==> src/rtl/ssd_pkg.sv <==
// Shared seven-segment definitions: the active-low segment patterns driven
// by the display controller (dp bit off) and the digit slot indices used by
// the ctrl scan lines.
package ssd_pkg;

    // Patterns are {a,b,c,d,e,f,g,dp}, all active-low, dp always off.
    localparam logic [7:0] SSD_0 = 8'b0000001_1;
    localparam logic [7:0] SSD_1 = 8'b1001111_1;
    localparam logic [7:0] SSD_2 = 8'b0010010_1;
    localparam logic [7:0] SSD_3 = 8'b0000110_1;
    localparam logic [7:0] SSD_4 = 8'b1001100_1;
    localparam logic [7:0] SSD_5 = 8'b0100100_1;
    localparam logic [7:0] SSD_6 = 8'b0100000_1;
    localparam logic [7:0] SSD_7 = 8'b0001111_1;
    localparam logic [7:0] SSD_8 = 8'b0000000_1;
    localparam logic [7:0] SSD_9 = 8'b0000100_1;
    localparam logic [7:0] SSD_F = 8'b0111000_1;

    // Digit slot index == ctrl bit position that enables that digit.
    localparam int DIG_MIN_T = 3;
    localparam int DIG_MIN_O = 2;
    localparam int DIG_SEC_T = 1;
    localparam int DIG_SEC_O = 0;

    // One shadow slot: decoded nibble plus its undecodable flag.
    typedef struct packed {
        logic [3:0] nibble;
        logic       bad;
    } digit_t;

    // Number of asserted (low) enables on the active-low ctrl bus.
    function automatic logic [2:0] zero_count(input logic [3:0] v);
        logic [2:0] n;
        n = 3'd0;
        for (int i = 0; i < 4; i++) begin
            n = n + {2'b00, ~v[i]};
        end
        return n;
    endfunction

endpackage

==> src/rtl/ssd_pattern_decoder.sv <==
// Combinational seven-segment pattern to BCD nibble decoder. Unknown
// patterns decode to F and raise bad; the explicit F pattern is legal.
module ssd_pattern_decoder
    import ssd_pkg::*;
(
    input  logic [6:0] seg,
    output logic [3:0] nibble,
    output logic       bad
);

    // Map each legal segment pattern to its digit value.
    always_comb begin
        nibble = 4'hF;
        bad    = 1'b0;
        case (seg)
            SSD_0[7:1]: nibble = 4'h0;
            SSD_1[7:1]: nibble = 4'h1;
            SSD_2[7:1]: nibble = 4'h2;
            SSD_3[7:1]: nibble = 4'h3;
            SSD_4[7:1]: nibble = 4'h4;
            SSD_5[7:1]: nibble = 4'h5;
            SSD_6[7:1]: nibble = 4'h6;
            SSD_7[7:1]: nibble = 4'h7;
            SSD_8[7:1]: nibble = 4'h8;
            SSD_9[7:1]: nibble = 4'h9;
            SSD_F[7:1]: nibble = 4'hF;
            default: begin
                nibble = 4'hF;
                bad    = 1'b1;
            end
        endcase
    end

endmodule

==> src/rtl/seven_segment_display_decoder.sv <==
// Display monitor: samples the scanned display/ctrl pins, decodes each digit,
// collects all four slots into a frame and publishes minutes/seconds, with
// frame/error pulses plus stability and scan-loss status.
module seven_segment_display_decoder
    import ssd_pkg::*;
#(
    parameter int STABLE_FRAMES = 4,
    parameter int TIMEOUT_CYC   = 1024
)
(
    input  logic       clk,
    input  logic       rst_n,
    input  logic [7:0] display,
    input  logic [3:0] ctrl,
    output logic [7:0] min_BCD,
    output logic [7:0] sec_BCD,
    output logic       frame_valid,
    output logic       frame_err,
    output logic       ctrl_err,
    output logic       stable,
    output logic       scan_lost
);

    localparam int              TO_W   = $clog2(TIMEOUT_CYC + 1);
    localparam logic [TO_W-1:0] TO_MAX = TO_W'(TIMEOUT_CYC);
    localparam logic [3:0]      ST_MAX = 4'(STABLE_FRAMES);

    // Input stage
    logic [7:0]      display_r;
    logic [3:0]      ctrl_r;
    logic            unused_dp_s;

    // Decode / capture
    logic [3:0]      dec_nibble_s;
    logic            dec_bad_s;
    logic [2:0]      zeros_s;
    logic            capture_s;
    logic            multi_zero_s;
    logic [3:0]      sel_s;
    logic            frame_done_s;

    // Shadow frame
    digit_t          slot_r [4];
    digit_t          frame_s [4];
    logic [3:0]      seen_r;
    logic [3:0]      seen_next_s;
    logic            any_bad_s;
    logic [7:0]      frame_min_s;
    logic [7:0]      frame_sec_s;
    logic            same_s;

    // Outputs and counters
    logic [7:0]      min_bcd_r;
    logic [7:0]      sec_bcd_r;
    logic            frame_valid_r;
    logic            frame_err_r;
    logic            ctrl_err_r;
    logic            stable_r;
    logic            scan_lost_r;
    logic [3:0]      stab_cnt_r;
    logic [3:0]      stab_next_s;
    logic [TO_W-1:0] to_cnt_r;
    logic [TO_W-1:0] to_next_s;
    logic            scan_lost_next_s;

    // The decimal point carries no information for the decoder.
    assign unused_dp_s = display_r[0];

    ssd_pattern_decoder u_dec (
        .seg    (display_r[7:1]),
        .nibble (dec_nibble_s),
        .bad    (dec_bad_s)
    );

    // Register the raw pins so all decode logic works on a clean sample.
    always_ff @(posedge clk or negedge rst_n) begin
        if (!rst_n) begin
            display_r <= 8'hFF;
            ctrl_r    <= 4'hF;
        end else begin
            display_r <= display;
            ctrl_r    <= ctrl;
        end
    end

    // Classify the sampled ctrl: single digit capture, blank, or multi-enable.
    always_comb begin
        zeros_s      = zero_count(ctrl_r);
        capture_s    = (zeros_s == 3'd1);
        multi_zero_s = (zeros_s > 3'd1);
        if (capture_s) begin
            sel_s = ~ctrl_r;
        end else begin
            sel_s = 4'h0;
        end
        frame_done_s = capture_s && ((seen_r | sel_s) == 4'hF);
    end

    // Assemble the candidate frame, bypassing the digit being captured now.
    always_comb begin
        any_bad_s = 1'b0;
        for (int i = 0; i < 4; i++) begin
            if (sel_s[i]) begin
                frame_s[i] = {dec_nibble_s, dec_bad_s};
            end else begin
                frame_s[i] = slot_r[i];
            end
            any_bad_s = any_bad_s | frame_s[i].bad;
        end
        frame_min_s = {frame_s[DIG_MIN_T].nibble, frame_s[DIG_MIN_O].nibble};
        frame_sec_s = {frame_s[DIG_SEC_T].nibble, frame_s[DIG_SEC_O].nibble};
        same_s      = (frame_min_s == min_bcd_r) && (frame_sec_s == sec_bcd_r);
    end

    // Track which slots have been filled since the last frame boundary.
    always_comb begin
        seen_next_s = seen_r;
        if (multi_zero_s) begin
            seen_next_s = 4'h0;
        end else if (frame_done_s) begin
            seen_next_s = 4'h0;
        end else if (capture_s) begin
            seen_next_s = seen_r | sel_s;
        end else begin
            seen_next_s = seen_r;
        end
    end

    // Next value of the no-capture timeout and the scan-lost flag it implies.
    always_comb begin
        to_next_s = to_cnt_r;
        if (capture_s) begin
            to_next_s = '0;
        end else if (to_cnt_r == TO_MAX) begin
            to_next_s = to_cnt_r;
        end else begin
            to_next_s = to_cnt_r + TO_W'(1);
        end
        scan_lost_next_s = (to_next_s == TO_MAX);
    end

    // Next stability count: pinned to zero while the scan is lost.
    always_comb begin
        stab_next_s = stab_cnt_r;
        if (scan_lost_next_s) begin
            stab_next_s = 4'd0;
        end else if (frame_done_s) begin
            if (any_bad_s) begin
                stab_next_s = 4'd0;
            end else if (!same_s) begin
                stab_next_s = 4'd1;
            end else if (stab_cnt_r >= ST_MAX) begin
                stab_next_s = ST_MAX;
            end else begin
                stab_next_s = stab_cnt_r + 4'd1;
            end
        end else begin
            stab_next_s = stab_cnt_r;
        end
    end

    // Shadow slots and the seen mask.
    always_ff @(posedge clk or negedge rst_n) begin
        if (!rst_n) begin
            for (int i = 0; i < 4; i++) begin
                slot_r[i] <= '0;
            end
            seen_r <= 4'h0;
        end else begin
            for (int i = 0; i < 4; i++) begin
                if (sel_s[i]) begin
                    slot_r[i] <= {dec_nibble_s, dec_bad_s};
                end else begin
                    slot_r[i] <= slot_r[i];
                end
            end
            seen_r <= seen_next_s;
        end
    end

    // Published time value and the per-frame / ctrl error pulses.
    always_ff @(posedge clk or negedge rst_n) begin
        if (!rst_n) begin
            min_bcd_r     <= 8'h00;
            sec_bcd_r     <= 8'h00;
            frame_valid_r <= 1'b0;
            frame_err_r   <= 1'b0;
            ctrl_err_r    <= 1'b0;
        end else begin
            frame_valid_r <= frame_done_s;
            frame_err_r   <= frame_done_s && any_bad_s;
            ctrl_err_r    <= multi_zero_s;
            if (frame_done_s && !any_bad_s) begin
                min_bcd_r <= frame_min_s;
                sec_bcd_r <= frame_sec_s;
            end else begin
                min_bcd_r <= min_bcd_r;
                sec_bcd_r <= sec_bcd_r;
            end
        end
    end

    // Stability and timeout counters with their status flags on the same edge.
    always_ff @(posedge clk or negedge rst_n) begin
        if (!rst_n) begin
            stab_cnt_r  <= 4'd0;
            stable_r    <= 1'b0;
            to_cnt_r    <= '0;
            scan_lost_r <= 1'b0;
        end else begin
            stab_cnt_r  <= stab_next_s;
            stable_r    <= (stab_next_s == ST_MAX);
            to_cnt_r    <= to_next_s;
            scan_lost_r <= scan_lost_next_s;
        end
    end

    assign min_BCD     = min_bcd_r;
    assign sec_BCD     = sec_bcd_r;
    assign frame_valid = frame_valid_r;
    assign frame_err   = frame_err_r;
    assign ctrl_err    = ctrl_err_r;
    assign stable      = stable_r;
    assign scan_lost   = scan_lost_r;

endmodule
==> config.mk <==
export PLATFORM = sky130hd
export DESIGN_NAME = seven_segment_display_decoder
export DESIGN_NICKNAME = d
export VERILOG_FILES = /design/src/rtl/ssd_pkg.sv /design/src/rtl/ssd_pattern_decoder.sv /design/src/rtl/seven_segment_display_decoder.sv
export SDC_FILE = /design/constraint.sdc
export NUM_CORES = 1
export LEC_CHECK = 0
export CORE_MARGIN = 10
export CORE_UTILIZATION = 45
export DETAILED_ROUTE_END_ITERATION = 10
export HOLD_SLACK_MARGIN = 0.08
export PLACE_DENSITY = 0.64
export SLEW_MARGIN = 20
export SYNTH_ARGS = -nofsm -noshare
export SYNTH_HDL_FRONTEND = slang
export SYNTH_SLANG_ARGS = --single-unit
==> constraint.sdc <==
create_clock -name clk -period 4.3 [get_ports clk]
set_input_delay 0.43 -clock clk [delete_from_list [all_inputs] [get_ports clk]]
set_output_delay 0.43 -clock clk [all_outputs]
set_load 0.02 [all_outputs]
Word-level counts from Yosys, hierarchy flattened
Index checks and enable logic that the tools add are counted.
W data, S select, Z words.
- add/sub/neg operators: 5
- multipliers: 0
- div/mod/pow operators: 0
- magnitude comparators: 2
- equality and inequality tests: 17
- shift operators: 0
- muxes and demuxes: 17
- bitwise logic cells: 9
- reduce and logical (&&, ||, !) cells: 8
- operators by type and width (kind ; number):
    $pmux W4 S10 ; 1
    $mux W4 ; 9
    $eq A11 B11 Y1 const B ; 2
    $mux W11 ; 2
    $eq A7 B6 Y1 const B ; 3
    $mux W5 ; 4
    $eq A8 B8 Y1 ; 2
    $eq A7 B3 Y1 const B ; 2
    $eq A7 B7 Y1 const B ; 2
    $add A11 B1 Y11 const B ; 1
    $reduce_or A11 Y1 ; 1
    $eq A7 B1 Y1 const B ; 1
    $eq A7 B4 Y1 const B ; 1
    $eq A7 B5 Y1 const B ; 1
    $logic_not A7 Y1 ; 1
    $add A4 B1 Y4 const B ; 1
    $eq A4 B3 Y1 const B ; 1
    $eq A4 B4 Y1 const B ; 1
    $ge A4 B3 Y1 const B ; 1
    $logic_and A1 B1 Y1 ; 4
    $not A1 Y1 ; 4
    $not A4 Y4 ; 1
    $or A4 B4 Y4 ; 1
    $add A2 B1 Y3 ; 1
    other kinds (8) ; 10
- flip-flop bits (word level): 72
- latch bits: 0
- memory bits (writable): 0
- memory bits (read-only): 0
- input port bits: 14
- output and inout port bits: 21
- word-level logic and storage cells: 78
- memories kept: 0

Depth between registers and ports, before layout
Gate-level depths: netlist of the first run.
- depth in word-level cells: 14
- mapped depth: 15
- depth with buffers taken out: 13

By module
From an unflattened synthesis of the first run, not the netlist that was laid out.
- cells, all modules: 341
- area, all modules: 3724.8 µm²
- by module, submodules not included (module ; times used ; cells each ; area an instance (µm²)):
    seven_segment_display_decoder ; 1 ; 306 ; 3459.6
    ssd_pattern_decoder ; 1 ; 35 ; 265.3

Worst setup path before layout of the first run
Ideal clock, no wire load.
- path kind: reg2reg
- from: reg ctrl_r[1]
- to: reg min_bcd_r[0], in the netlist min_BCD[0]
- library setup time: 0.128 ns
- arrival time: 3.512 ns
- required time: 4.172 ns
- setup slack: 0.661 ns
- cell stages (with the launch flop): 15
- buffers on the path: 4
- period minus slack after synthesis: 3.639 ns
- cell sequence: dfstp_2 fa_1 inv_1 ha_1 inv_1 ha_1 buf_6 or4b_1 clkbuf_1 buf_2 nand4_1 inv_1 o21ai_2 buf_2 mux2_1
- cells in the longest elaborated chain, start to end: 12
- elaborated cells between the ends (all ways): 19
- ends and longest elaborated chain (element ; line ; RTL):
    start, declared ; seven_segment_display_decoder.sv:30 ; logic [3:0] ctrl_r;
    start signal, assigned ; seven_segment_display_decoder.sv:82 ; ctrl_r <= ctrl;
    $not A1 Y1 ; ssd_pkg.sv:36 ; n = n + {2'b00, ~v[i]};
    $add A1 B1 Y2 ; ssd_pkg.sv:36 ;
    $add A2 B1 Y3 ; ssd_pkg.sv:36 ;
    $add A3 B1 Y3 ; ssd_pkg.sv:36 ;
    $eq A3 B1 Y1 ; seven_segment_display_decoder.sv:89 ; capture_s = (zeros_s == 3'd1);
    $mux W4 ; seven_segment_display_decoder.sv:91 ; if (capture_s) begin
    $mux W5 ; n/a ;
    $or A1 B1 Y1 (3 in series) ; seven_segment_display_decoder.sv:108 ; any_bad_s = any_bad_s | frame_s[i].bad;
    $logic_not A1 Y1 ; seven_segment_display_decoder.sv:193 ; if (frame_done_s && !any_bad_s) begin
    $logic_and A1 B1 Y1 ; seven_segment_display_decoder.sv:193 ;
    end signal, assigned ; seven_segment_display_decoder.sv:194 ; min_bcd_r <= frame_min_s;
    end signal, assigned ; seven_segment_display_decoder.sv:197 ; min_bcd_r <= min_bcd_r;
    end, declared ; seven_segment_display_decoder.sv:53 ; logic [7:0] min_bcd_r;
Parallel ways exist; a longest one is shown, timed or not.
A chain may end at the register's enable or synchronous reset.

Worst setup path after layout of the first run
- from: reg ctrl_r[3]
- to: reg stable_r, in the netlist stable
- cells in the longest elaborated chain, start to end: 12
- elaborated cells between the ends (all ways): 25
- ends and longest elaborated chain (element ; line ; RTL):
    $not A1 Y1 ; ssd_pkg.sv:36 ;
    $add A3 B1 Y3 ; ssd_pkg.sv:36 ;
    $eq A3 B1 Y1 ; seven_segment_display_decoder.sv:89 ;
    $mux W4 ; seven_segment_display_decoder.sv:91 ;
    $mux W5 (on tied branches) ; n/a ;
    $eq A8 B8 Y1 / $or A1 B1 Y1 (equally long branches) ; seven_segment_display_decoder.sv:112, seven_segment_display_decoder.sv:108 ;
    $logic_and A1 B1 Y1 / $or A1 B1 Y1 (equally long branches) ; seven_segment_display_decoder.sv:112, seven_segment_display_decoder.sv:108 ;
    $mux W4 / $or A1 B1 Y1 (equally long branches) ; seven_segment_display_decoder.sv:150, seven_segment_display_decoder.sv:108 ;
    $mux W4 ; seven_segment_display_decoder.sv:148 ; if (any_bad_s) begin
    $mux W4 ; seven_segment_display_decoder.sv:147 ; end else if (frame_done_s) begin
    $mux W4 * ; seven_segment_display_decoder.sv:145 ; if (scan_lost_next_s) begin
    $eq A4 B3 Y1 * ; seven_segment_display_decoder.sv:212 ; stable_r <= (stab_next_s == ST_MAX);
    end signal, assigned ; seven_segment_display_decoder.sv:212 ;
    end, declared ; seven_segment_display_decoder.sv:58 ; logic stable_r;
Mark *: on every way between the ends. The rest lies on a longest branch, timed or not.

==> results.cfg, run 1 <==
[run_status]
run_status = finished clean

[clock_network]
clock_path_buffers = 2
numCtsBuffers = 9
cts.clk_slew.worst_paths_ps = 80
cts_tree = done
insertion_delay_ps = 350
clock-root-buffer = clkbuf_8
clock_sinks = 71
htree_num_levels = 3

[global_routing]
antenna_found_initial = 0
track_usage = 0.149
grt_overflow_total = 0
grt_pass1_wl_um = 15800
grt_max_degree = 42
grt_pass1_vias = 3194

[worst_setup_path]
crit_fanout = 15
arrival_ps = 4250
cp_slowest_cell = dfstp_2
worstPathRequired_ps = 4560
slowest_delay_ps = 630
critPathCaptureType = flip-flop
crit_chain = fa_1 > inv_1 > ha_1 > inv_1 > ha_1 > nor4b_4 > o22ai_1 > or4_4 > nor2_2 > o21ai_2 > nor3_1 > nand4_1 > a22oi_1
cp-start-kind = flip-flop
worstSetupPathType = reg -> reg

[layout]
post-route-util = 0.529
fillers = 808
nNetsFinal = 465
n_antenna_cell = 0
final_cell_mix = 60 x dfrtp_1, 50 x nor2_1, 42 x nand2_1
syn2layout_area_growth_pct = 15.7
drive_gt1_frac = 0.148
final_common_cell = dfrtp_1

[timing]
max_freq_mhz = 251
hold_viol = 0
finalSetupViolCount = 0
min_period_ps = 3990
rsz0062_at_grt = no
slew_headroom = 0.446
fin_ws_ps = 311
timing.final.max_slew_violations = 0
fin_skew_ps = 9.76
tightest_slew_ps = 830
finalSetupTns_ps = 0
post-route-period-util = 0.928

[die]
fp.dieArea_um2 = 12900
initial_core_util = 0.457
io_pins = 35
core_um2 = 8640
fp-row-count = 34
die_y_um = 114
die_w_um = 114

[worst_hold_path]
hp-class = in -> async

[place]
io_buffers = 33
dp_worst_setup_slack_ps = 228
dp_hpwl_um = 6830
routabilityCongestion = 0.869

[detailed_routing]
wl_um = 9420
avgViaCountPerCell = 5.70
num_vias = 3166
ant_nets = 0
drt-pass1-iter-count = 5
initialDrtViolationCount = 239
drc_errors = 0
wl_per_cell_um = 17.0

[synthesis]
yosysSeqAreaShare = 0.454
synth_ff_type = dfrtp_1
synth.largest_area_cell = dfrtp_1
synth_cells = 405
synth-seq-cells = 71
syn-cell-area_um2 = 3950
ys_warn_count = 0
synth_edf_count = 0
avgSynthCellArea_um2 = 9.74
synth_nets = 427
ys_types = 73
synth_top_area_frac = 0.381
ys_async_sr_fraction = 1.00
synthTopCellsByArea = dfrtp_1 38%, dfstp_2 7.3%, nor2_1 4.8%

[pwr]
ir_worst_vdd_mv = 0.203
p_leak_nw = 2.00
p_per_area_nw_per_um2 = 409

[flow_run]
maxCapViolCount = 0
-- worst max-delay path: cells and delay by family, from the launching register on --
kind / cells / cell delay [ps]
buffers and inverters: 2 / 130
AOI/OAI and AO/OA: 3 / 640
and+or+nand+nor: 5 / 1470
DFF: 1 / 630
adders and majority gates: 3 / 1040
-- power breakdown --
part	switching [mW]	leakage (nW)	internal, mW
combinational	0.278	1.02	0.211
clock	0.251	0.0850	0.219
sequential	0.105	0.895	0.803
-- per-layer routing --
layer | GRT usage | share of wire
met1 | 0.187 | 0.46
met2 | 0.242 | 0.47
met3 | 0.0346 | 0.051
met4 | 0.0635 | 0.020
met5 | 0 | 0
-- metrics by stage --
| stage | hold WS, ps | cell area, um^2 | power [mW] | cells |
|---|---|---|---|---|
| floorplan | 134 | 3950 | 1.26 | 405 |
| global placement | 463 | 4390 | 1.39 | 540 |
| detailed placement | 473 | 4390 | 1.41 | 540 |
| CTS | 140 | 4550 | 1.88 | 555 |
| global route | 173 | 4570 | 2.00 | 555 |
| finish | 113 | 4570 | 1.87 | 555 |
-- synth_stat cells (2+ instances only) --
library cell and number:
a2111oi_0 3, a2111oi_2 2, a211oi_1 2, a21o_1 2, a21oi_1 14, a22oi_1 5, and2_1 2, buf_2 7
buf_6 2, clkbuf_1 5, dfrtp_1 60, dfstp_2 11, ha_1 7, inv_1 16, mux2_2 9, nand2_1 42
nand2b_1 5, nand3_1 8, nand3b_1 2, nand4_1 9, nand4b_1 4, nor2_1 50, nor2b_1 3, nor3_1 11
nor3b_1 3, nor4_1 4, nor4b_2 2, nor4b_4 2, o21a_1 3, o21a_2 2, o21ai_0 31, o22ai_1 8
or3_1 3, or3b_1 2, or4b_1 5, xnor2_1 7, xor2_1 16
-- worst paths after layout --
kind / startpoint / endpoint / slack, ps / cells past startpoint
max: ctrl_r[3] / stable / 310 / 13
min: rst_n / to_cnt_r[3] / 110 / 1
max reg2reg: ctrl_r[3] / stable / 310 / 13
min reg2reg: slot_r[10] / slot_r[10] / 480 / 2
max in group asynchronous: rst_n / min_BCD[0] / 3210 / 2
min in group clk: ctrl[0] / ctrl_r[0] / 480 / 1
-- logic make-up after synthesis --
| kind of cell | synth area share |
|---|---|
| and+or+nand+nor | 0.243 |
| AOI/OAI and AO/OA | 0.160 |
| DFF | 0.454 |
| buffers and inverters | 0.0365 |
| xor gates and xnor gates | 0.0511 |
| muxes | 0.0285 |
| adders and majority gates | 0.0273 |
-- cell type report --
cell class / count / area, um^2 / share of cell area
multi-input combinational: 303 / 2020 / 0.443
clock buffer: 11 / 141 / 0.0310
sequential: 71 / 1790 / 0.392
timing repair buffer: 42 / 393 / 0.0861
clock inverter: 4 / 22.5 / 0.00493
inverter: 16 / 60.1 / 0.0132
tap: 108 / 135 / 0.0296
-- sequential cells by signal, indices dropped and copies added (netlist names) --
signal	flops
slot_r	20
to_cnt_r	11
min_BCD	8
sec_BCD	8
display_r	7
ctrl_r	4
seen_r	4
stab_cnt_r	4
ctrl_err	1
frame_err	1
frame_valid	1
scan_lost	1
stable	1
-- timing repair --
item	4_1_cts	5_1_grt
hold buffers	0	0
setup buffers	0	0
endpoints found under the setup margin	0	2
resized for setup	0	2
Note: power is estimated with default switching activity, not from simulation.
==> run 2, diff against run 1 <==
CORE_ASPECT_RATIO = 0.6   (was unset)
==> run 2 against run 1 <==
  * Total power rose by 11%
  * Count of clock-buffer cells in the layout increased by 3
  * Cell area grew 2.2%
  * Combinational power grew 3%
  * Wire length grew 4.3%
  * Non-clock buffer count unchanged
  * Sequential power up 0.4%
  * Critical path depth shrank 1
  * Clock power is 38% higher
  * Core utilization rose by 1.9 points
  * Global-route usage grew 0.29 points
  * Critical endpoint is now stab_cnt_r[0]
==> results.cfg, run 2 (same netlist as run 1, synthesis figures left out) <==
[clock_network]
clock_sinks = 71
insertion_delay_ps = 340
cts_tree = done
cts.clk_slew.worst_paths_ps = 60
clock-root-buffer = clkbuf_16
numCtsBuffers = 9
post_cts_buffers = 0
clock_path_buffers = 2
htree_num_levels = 3

[layout]
final_cell_mix = 60 x dfrtp_1, 50 x nor2_1, 42 x nand2_1
syn2layout_area_growth_pct = 18.2
nNetsFinal = 465
largest_reg_flops = 20
n_antenna_cell = 0
top_regs = slot_r x20, to_cnt_r x11
final_common_cell = dfrtp_1
post-route-util = 0.547
stdcell_area_um2 = 4660
drive_gt1_frac = 0.138
regMostFlops = slot_r

[timing]
finalSetupViolCount = 0
rsz0062_at_grt = no
slew_headroom = 0.522
finalSetupTns_ps = 0
hold_viol = 0
fin_skew_ps = 7.77
tightest_slew_ps = 717
max_freq_mhz = 246
timing.final.max_slew_violations = 0
min_period_ps = 4070
hold_ws_ps = 153
post-route-period-util = 0.947

[detailed_routing]
avgViaCountPerCell = 5.70
wl_um = 9820
wl_per_cell_um = 17.5
ant_nets = 0
initialDrtViolationCount = 257
num_vias = 3194
drc_errors = 0
drt-pass1-iter-count = 5

[worst_setup_path]
arrival_ps = 4300
worstSetupPathType = reg -> reg
crit_fanout = 10
crit_family = compound AO/OA/AOI/OAI gates
r2r-start = ctrl_r[1]
crit_path_start = ctrl_r[1]
crit_chain = fa_1 > inv_1 > ha_1 > inv_1 > ha_1 > or4b_1 > buf_4 > o31a_1 > o32ai_1 > a211oi_1 > o311a_1 > a2111oi_2
cp-start-kind = flip-flop
cp_slowest_cell = or4b_1
critPathBufInv = 3
worstPathRequired_ps = 4530
slowest_delay_ps = 740
critPathCaptureType = flip-flop

[pwr]
p_clk_frac = 0.315
p_leak_nw = 2.04
ir_worst_vdd_mv = 0.210
swShare = 0.319
fin_total_pwr_mw = 2.06
p_per_area_nw_per_um2 = 442
switchingPower_uw = 658
combPwrFrac = 0.243
p_int_mw = 1.41
sequentialPowerShare = 0.442

[place]
dp_hpwl_um = 7270
io_buffers = 33
routabilityCongestion = 0.895
placed_cell_area_um2 = 4390

[global_routing]
grt_overflow_total = 0
antenna_found_initial = 0
track_usage = 0.152
grt_max_degree = 41
grt_pass1_wl_um = 16300
grt_pass1_vias = 3100

[die]
die_y_um = 92.5
die_w_um = 141
fp.dieArea_um2 = 13000
io_pins = 35
core_um2 = 8520
fp-row-count = 26
initial_core_util = 0.463

[flow_run]
maxCapViolCount = 0

[run_status]
run_status = finished clean

[worst_hold_path]
hp-class = in -> async
[run 2: repair_timing]
| item | 4_1_cts | 5_1_grt |
|---|---|---|
| gates resized for setup | 0 | 2 |
| setup endpoints to repair | 0 | 3 |
| hold endpoints to repair | 0 | 0 |
| hold buffers | 0 | 0 |
[run 2: layout make-up]
class | count | area, um^2
well taps | 112 | 140
clock buffers | 14 | 244
flip-flops and latches | 71 | 1790
inverters | 16 | 60.1
multi-input cells | 303 | 2030
fillers | 786 | 3860
repair buffers | 42 | 393
clock inverters | 2 | 10.0
[run 2: power groups by stage]
| stage | Clock [mW] | Sequential [mW] | Combinational, mW |
|---|---|---|---|
| 4_1_cts | 0.669 | 0.910 | 0.499 |
| 3_5_place_dp | 0 | 0.920 | 0.493 |
| 2_1_floorplan | 0 | 0.898 | 0.367 |
| 6_report | 0.649 | 0.912 | 0.502 |
| 3_3_place_gp | 0 | 0.913 | 0.481 |
| 5_1_grt | 0.700 | 0.927 | 0.576 |
[run 2: final timing paths]
| path | to | slack (ps) | cells after the start |
|---|---|---|---|
| setup / recovery | stab_cnt_r[0] | 230 | 12 |
| hold / removal | slot_r[2] | 150 | 1 |
| setup reg to reg | stab_cnt_r[0] | 230 | 12 |
| hold reg to reg | slot_r[5] | 490 | 2 |
| max in group asynchronous | ctrl_r[2] | 3160 | 2 |
| min in group clk | slot_r[5] | 490 | 2 |
[run 2: per-layer routing]
layer | wire length, um | track usage | part of all wire
met5 | 0 | 0 | 0
met4 | 98 | 0.0385 | 0.010
met3 | 835 | 0.0530 | 0.085
met2 | 3950 | 0.212 | 0.40
met1 | 4940 | 0.218 | 0.50
[run 2: worst reg2reg max path: cells and delay by family (launching register included)]
| family | cells | cell delay (ps) |
|---|---|---|
| adders and majority gates | 3 | 1060 |
| buffers and inverters | 3 | 360 |
| and+or+nand+nor | 1 | 740 |
| DFF | 1 | 620 |
| AOI/OAI and AO/OA | 5 | 1190 |
[run 2: through the flow]
step / setup WS [ps] / cells
after detailed placement: 170 / 544
after global placement: 202 / 544
final: 229 / 560
after CTS: 140 / 560
after floorplan: 661 / 405
after global routing: 0.119 / 560
==> RTL change 1: new RTL, config.mk and constraints of run 2 <==
Set the parameter `TIMEOUT_CYC` to 512 (it was 1024).
--- a/src/rtl/seven_segment_display_decoder.sv
+++ b/src/rtl/seven_segment_display_decoder.sv
@@ -5,7 +5,7 @@
     import ssd_pkg::*;
 #(
     parameter int STABLE_FRAMES = 4,
-    parameter int TIMEOUT_CYC   = 1024
+    parameter int TIMEOUT_CYC   = 512
 )
 (
     input  logic       clk,
Formal check against the unedited RTL: no difference found for any inputs over 10 cycles, from zero or initial values and one cycle with rst_n low; that may be too few to reach the edited logic, so the function may still have changed.
==> RTL change 1 against run 2 <==
Sequential cell count fell by 1; design area is 0.80% higher; setup slack better by 0.52 ps; power up 3.4%; first-iteration DRC count grew 70%; die area shrank 0.94%; clock skew hardly changed; cell count stayed put; fmax barely moved; wire length up 11%; global-route usage up 1.6 points; area after synthesis fell by 1.1%; critical path type unchanged; largest cell class unchanged; largest power group unchanged.
==> RTL change 1: results (changes against run 2) <==
pg_clk_uw: 675  # +4.0%
ys_seq_area_share_pct: 45.3  # -0.12 points
antenna_cells: 0  # unchanged
finish.net_count: 464  # -0.22%
placed_cell_area_um2: 4380  # -0.26%
grt_pass1_wl_um: 17600  # +7.9%
antenna_found_initial: 0  # unchanged
synthAdderAreaFrac_pct: 2.44  # -0.29 points
grtUsageMet1_pct: 24.2  # +2.5 points
hold_class: "reg2reg"
worstPathArrival_ps: 4270  # -30 ps
reg_top3: "slot_r: 20 flops, to_cnt_r: 10 flops"
grt_max_degree: 46  # +12%
syn_nets: 425  # -0.47%
async_reset_ff_share_pct: 100  # unchanged
dr_wl_met3_um: 950  # +14%
fin_crit_ps: 4070  # -0.520 ps
r2r_slack_ps: 230  # about the same
cp_top_family: "simple AND/OR/NAND/NOR gates"
synthMuxAreaShare_pct: 4.30  # +1.4 points
wl_met2_um: 4360  # +10%
m1WireLength_um: 5410  # +9.6%
cp_max_fo: 9  # -1
grt_usage_pct: 16.8  # +1.6 points
drive_above_1_share_pct: 16.1  # +2.2 points
crit_path_top_delay_cell: "dfstp_2"
synth_cell_types: 65  # -11%
grtUsageMet3_pct: 6.28  # +0.98 points
yosys-top-cells-area: "dfrtp_1 (38%), dfstp_2 (7.4%), o21ai_0 (4.4%), xnor2_1 (4.3%), nand2_1 (4.1%)"
synth-xor-area-share_pct: 5.39  # +0.28 points
synth_commonest_cells: "dfrtp_1 (59), nand2_1 (43), o21ai_0 (34)"
hold_depth: 2
dp_hpwl_um: 7970  # +9.7%
whs_ps: 490  # +337 ps
ir_worst_vdd_uv: 192  # -8.5%
numPortBuffers: 33  # unchanged
gp_congestion: 0.965  # +7.8%
relSlewSlack_pct: 59.4  # +7.2 points
grt_pass1_vias: 3228  # +4.1%
crit_start: "ctrl_r[0]$_DFF_PN1_"
cpPeakStageDelay_ps: 610  # -130 ps
status: "finished, final reports clean"
synth_compound_area_share_pct: 16.7  # +0.70 points
place_ws_ps: 164  # -5.50 ps
comb_power_uw: 542  # +8.0%
yosys_warnings: 0  # unchanged
use_met2_pct: 22.6  # +1.4 points
fin_skew_ps: 7.40  # -0.371 ps
first_iter_violations: 436  # +70%
viasPerCell: 5.89  # +3.2%
p_sw_uw: 698  # +6.1%
avgRoutedWirePerCell_um: 19.5  # +11%
power.leakage_uw: 0.00195  # -4.6%
## RTL change 1: cell count changes after synthesis, sizes merged, moves of 6 or more
cell / change
xor2: -11
nor2: -19
a211oi: +6
nor3: +6
clkbuf: +8
xnor2: +12
a21oi: +7
## RTL change 1: area by class of cell
type                            count  area (um^2)
Clock inverter                      4         22.5
Timing Repair Buffer               48          465
Tap cell                          112          140
Fill cell                         743         3790
Inverter                           14         52.6
Clock buffer                       12          246
Multi-Input combinational cell    300         2010
Sequential cell                    70         1770
## RTL change 1: through the flow
step,power (uW),std cells
finish,2130,560
global route,2250,560
CTS,2130,558
detailed placement,1450,542
global placement,1440,542
floorplan,1250,404
## RTL change 1: repair_timing
action                                 in CTS  in global routing
buffers inserted                            0                  0
gates resized for setup                     0                  3
hold buffers                                0                  1
setup endpoints to repair                   0                  4
endpoints found under the hold margin       0                 13
==> RTL change 2: new RTL, flow settings as in run 2 <==
Without the edit above. Register the inputs `display` and `ctrl` before use, without a reset. The logic sees them one clock later.
--- a/src/rtl/seven_segment_display_decoder.sv
+++ b/src/rtl/seven_segment_display_decoder.sv
@@ -25,6 +25,14 @@
     localparam logic [TO_W-1:0] TO_MAX = TO_W'(TIMEOUT_CYC);
     localparam logic [3:0]      ST_MAX = 4'(STABLE_FRAMES);
 
+    logic [7:0] display_q;
+    logic [3:0] ctrl_q;
+
+    always_ff @(posedge clk) begin
+        display_q <= display;
+        ctrl_q    <= ctrl;
+    end
+
     // Input stage
     logic [7:0]      display_r;
     logic [3:0]      ctrl_r;
@@ -78,8 +86,8 @@
             display_r <= 8'hFF;
             ctrl_r    <= 4'hF;
         end else begin
-            display_r <= display;
-            ctrl_r    <= ctrl;
+            display_r <= display_q;
+            ctrl_r    <= ctrl_q;
         end
     end
 
Formal check against the unedited RTL: not equivalent (Yosys sat finds a counterexample within 4 cycles, from zero or initial values and one cycle with rst_n low).
==> RTL change 2 against run 2 <==
Setup slack improved by 37 ps; area after synthesis up 0.63%; sequential cell count grew 11; fmax up 0.92%; cell count is 2.1% lower; power increased by 5.9%; wire length rose by 2.0%; worst hold slack better by 56 ps; design area is 1.6% higher.
==> RTL change 2: results (changes against run 2) <==
cp_max_fo: 7  # -3
gp_congestion: 0.884  # -1.3%
place_ws_ps: 185  # +14.8 ps
cpPeakStageDelay_ps: 640  # -100 ps
grt_pass1_vias: 3038  # -2.0%
status: "finished, final reports clean"
synthMuxAreaShare_pct: 3.97  # +1.1 points
total_power_uw: 2180  # +5.9%
cp_top_family: "simple AND/OR/NAND/NOR gates"
fin_ws_ps: 266  # +36.9 ps
placed_cell_area_um2: 4440  # +1.1%
viasPerCell: 5.77  # +1.2%
syn_nets: 414  # -3.0%
fin_skew_ps: 5.77  # -2.01 ps
dr_wl_met3_um: 921  # +10%
drive_above_1_share_pct: 12.8  # -1.0 points
yosys-top-cells-area: "dfrtp_1 (38%), dfstp_2 (7.3%), dfxtp_1 (5.5%), o21ai_0 (4.3%), nand2_1 (4.2%)"
power.leakage_uw: 0.00202  # -0.83%
fillerInstances: 769  # -2.2%
tightest_slew_ps: 1050  # +336 ps
dp_hpwl_um: 7410  # +2.0%
synth_commonest_cells: "dfrtp_1 (60), nand2_1 (44), o21ai_0 (34)"
grt_pass1_wl_um: 16600  # +2.2%
worstPathArrival_ps: 4260  # -40 ps
async_reset_ff_share_pct: 86.6  # -13 points
synth_cell_types: 64  # -12%
finish.net_count: 453  # -2.6%
avgRoutedWirePerCell_um: 18.3  # +4.2%
crit_path_top_delay_cell: "dfstp_2"
grt_max_degree: 40  # -2.4%
synth_compound_area_share_pct: 14.9  # -1.1 points
ys_seq_area_share_pct: 50.6  # +5.3 points
wl_met2_um: 3940  # -0.23%
-- RTL change 2: changes by cell type after synthesis, sizes merged, moves of 4 or more --
| cell | delta |
|---|---|
| o21a | -4 |
| nor3 | -6 |
| inv | +4 |
| a2111oi | -4 |
| nor2 | -18 |
| nand4 | -5 |
| xnor2 | +5 |
| dfxtp | +11 |
| nand3 | +8 |
| mux2 | +4 |
| buf | -5 |
| xor2 | -9 |
-- RTL change 2: timing repair --
action / 4_1_cts / 5_1_grt
endpoints found under the setup margin: 0 / 15
gates resized for setup: 0 / 2
setup buffers: 0 / 0
-- RTL change 2: where the power goes --
group          internal (uW)  switching, uW
Sequential               907           98.6
Clock                    437            287
Combinational            195            260
Total                   1540            646
-- RTL change 2: worst min path at each step --
stage	from	end
2_1_floorplan	rst_n	ctrl_err$_DFF_PN0_
3_3_place_gp	display_q[4]$_DFF_P_	display_r[4]$_DFF_PN1_
3_5_place_dp	display_q[4]$_DFF_P_	display_r[4]$_DFF_PN1_
4_1_cts	rst_n	sec_BCD[1]$_DFFE_PN0P_
5_1_grt	rst_n	sec_BCD[1]$_DFFE_PN0P_
6_report	rst_n	sec_BCD[1]$_DFFE_PN0P_
-- RTL change 2: cells by family (layout without fill, tap and decap cells) --
| kind of cell | Yosys count | in the layout |
|---|---|---|
| flops | 82 | 82 |
| fa+ha+maj | 8 | 8 |
| buf+inv | 32 | 76 |
| mux | 14 | 14 |
| compound gates | 91 | 91 |
| simple gates | 146 | 146 |
| xor+xnor | 19 | 19 |
-- RTL change 2: layer usage --
| metal | GRT usage, % | up-vias |
|---|---|---|
| met2 | 20.1 | 128 |
| met1 | 24.2 | 1535 |
| met3 | 5.97 | 7 |
| met5 | 0 | - |
| li1 | - | 1494 |
| met4 | 4.37 | 0 |
-- RTL change 2: layout make-up --
cell class                      instances  area [um^2]  area share (%)
Multi-Input combinational cell        278         1840            38.8
Sequential cell                        82         2010            42.4
Tap cell                              112          140            2.96
Clock buffer                           14          274            5.78
Clock inverter                          2         10.0           0.211
Timing Repair Buffer                   40          390            8.24
Inverter                               20         75.1            1.58
-- RTL change 2: stage by stage --
stage	hold slack, ps	instances
after floorplan	134	392
after global placement	284	532
after detailed placement	287	532
after CTS	239	548
after global routing	280	548
final	209	548
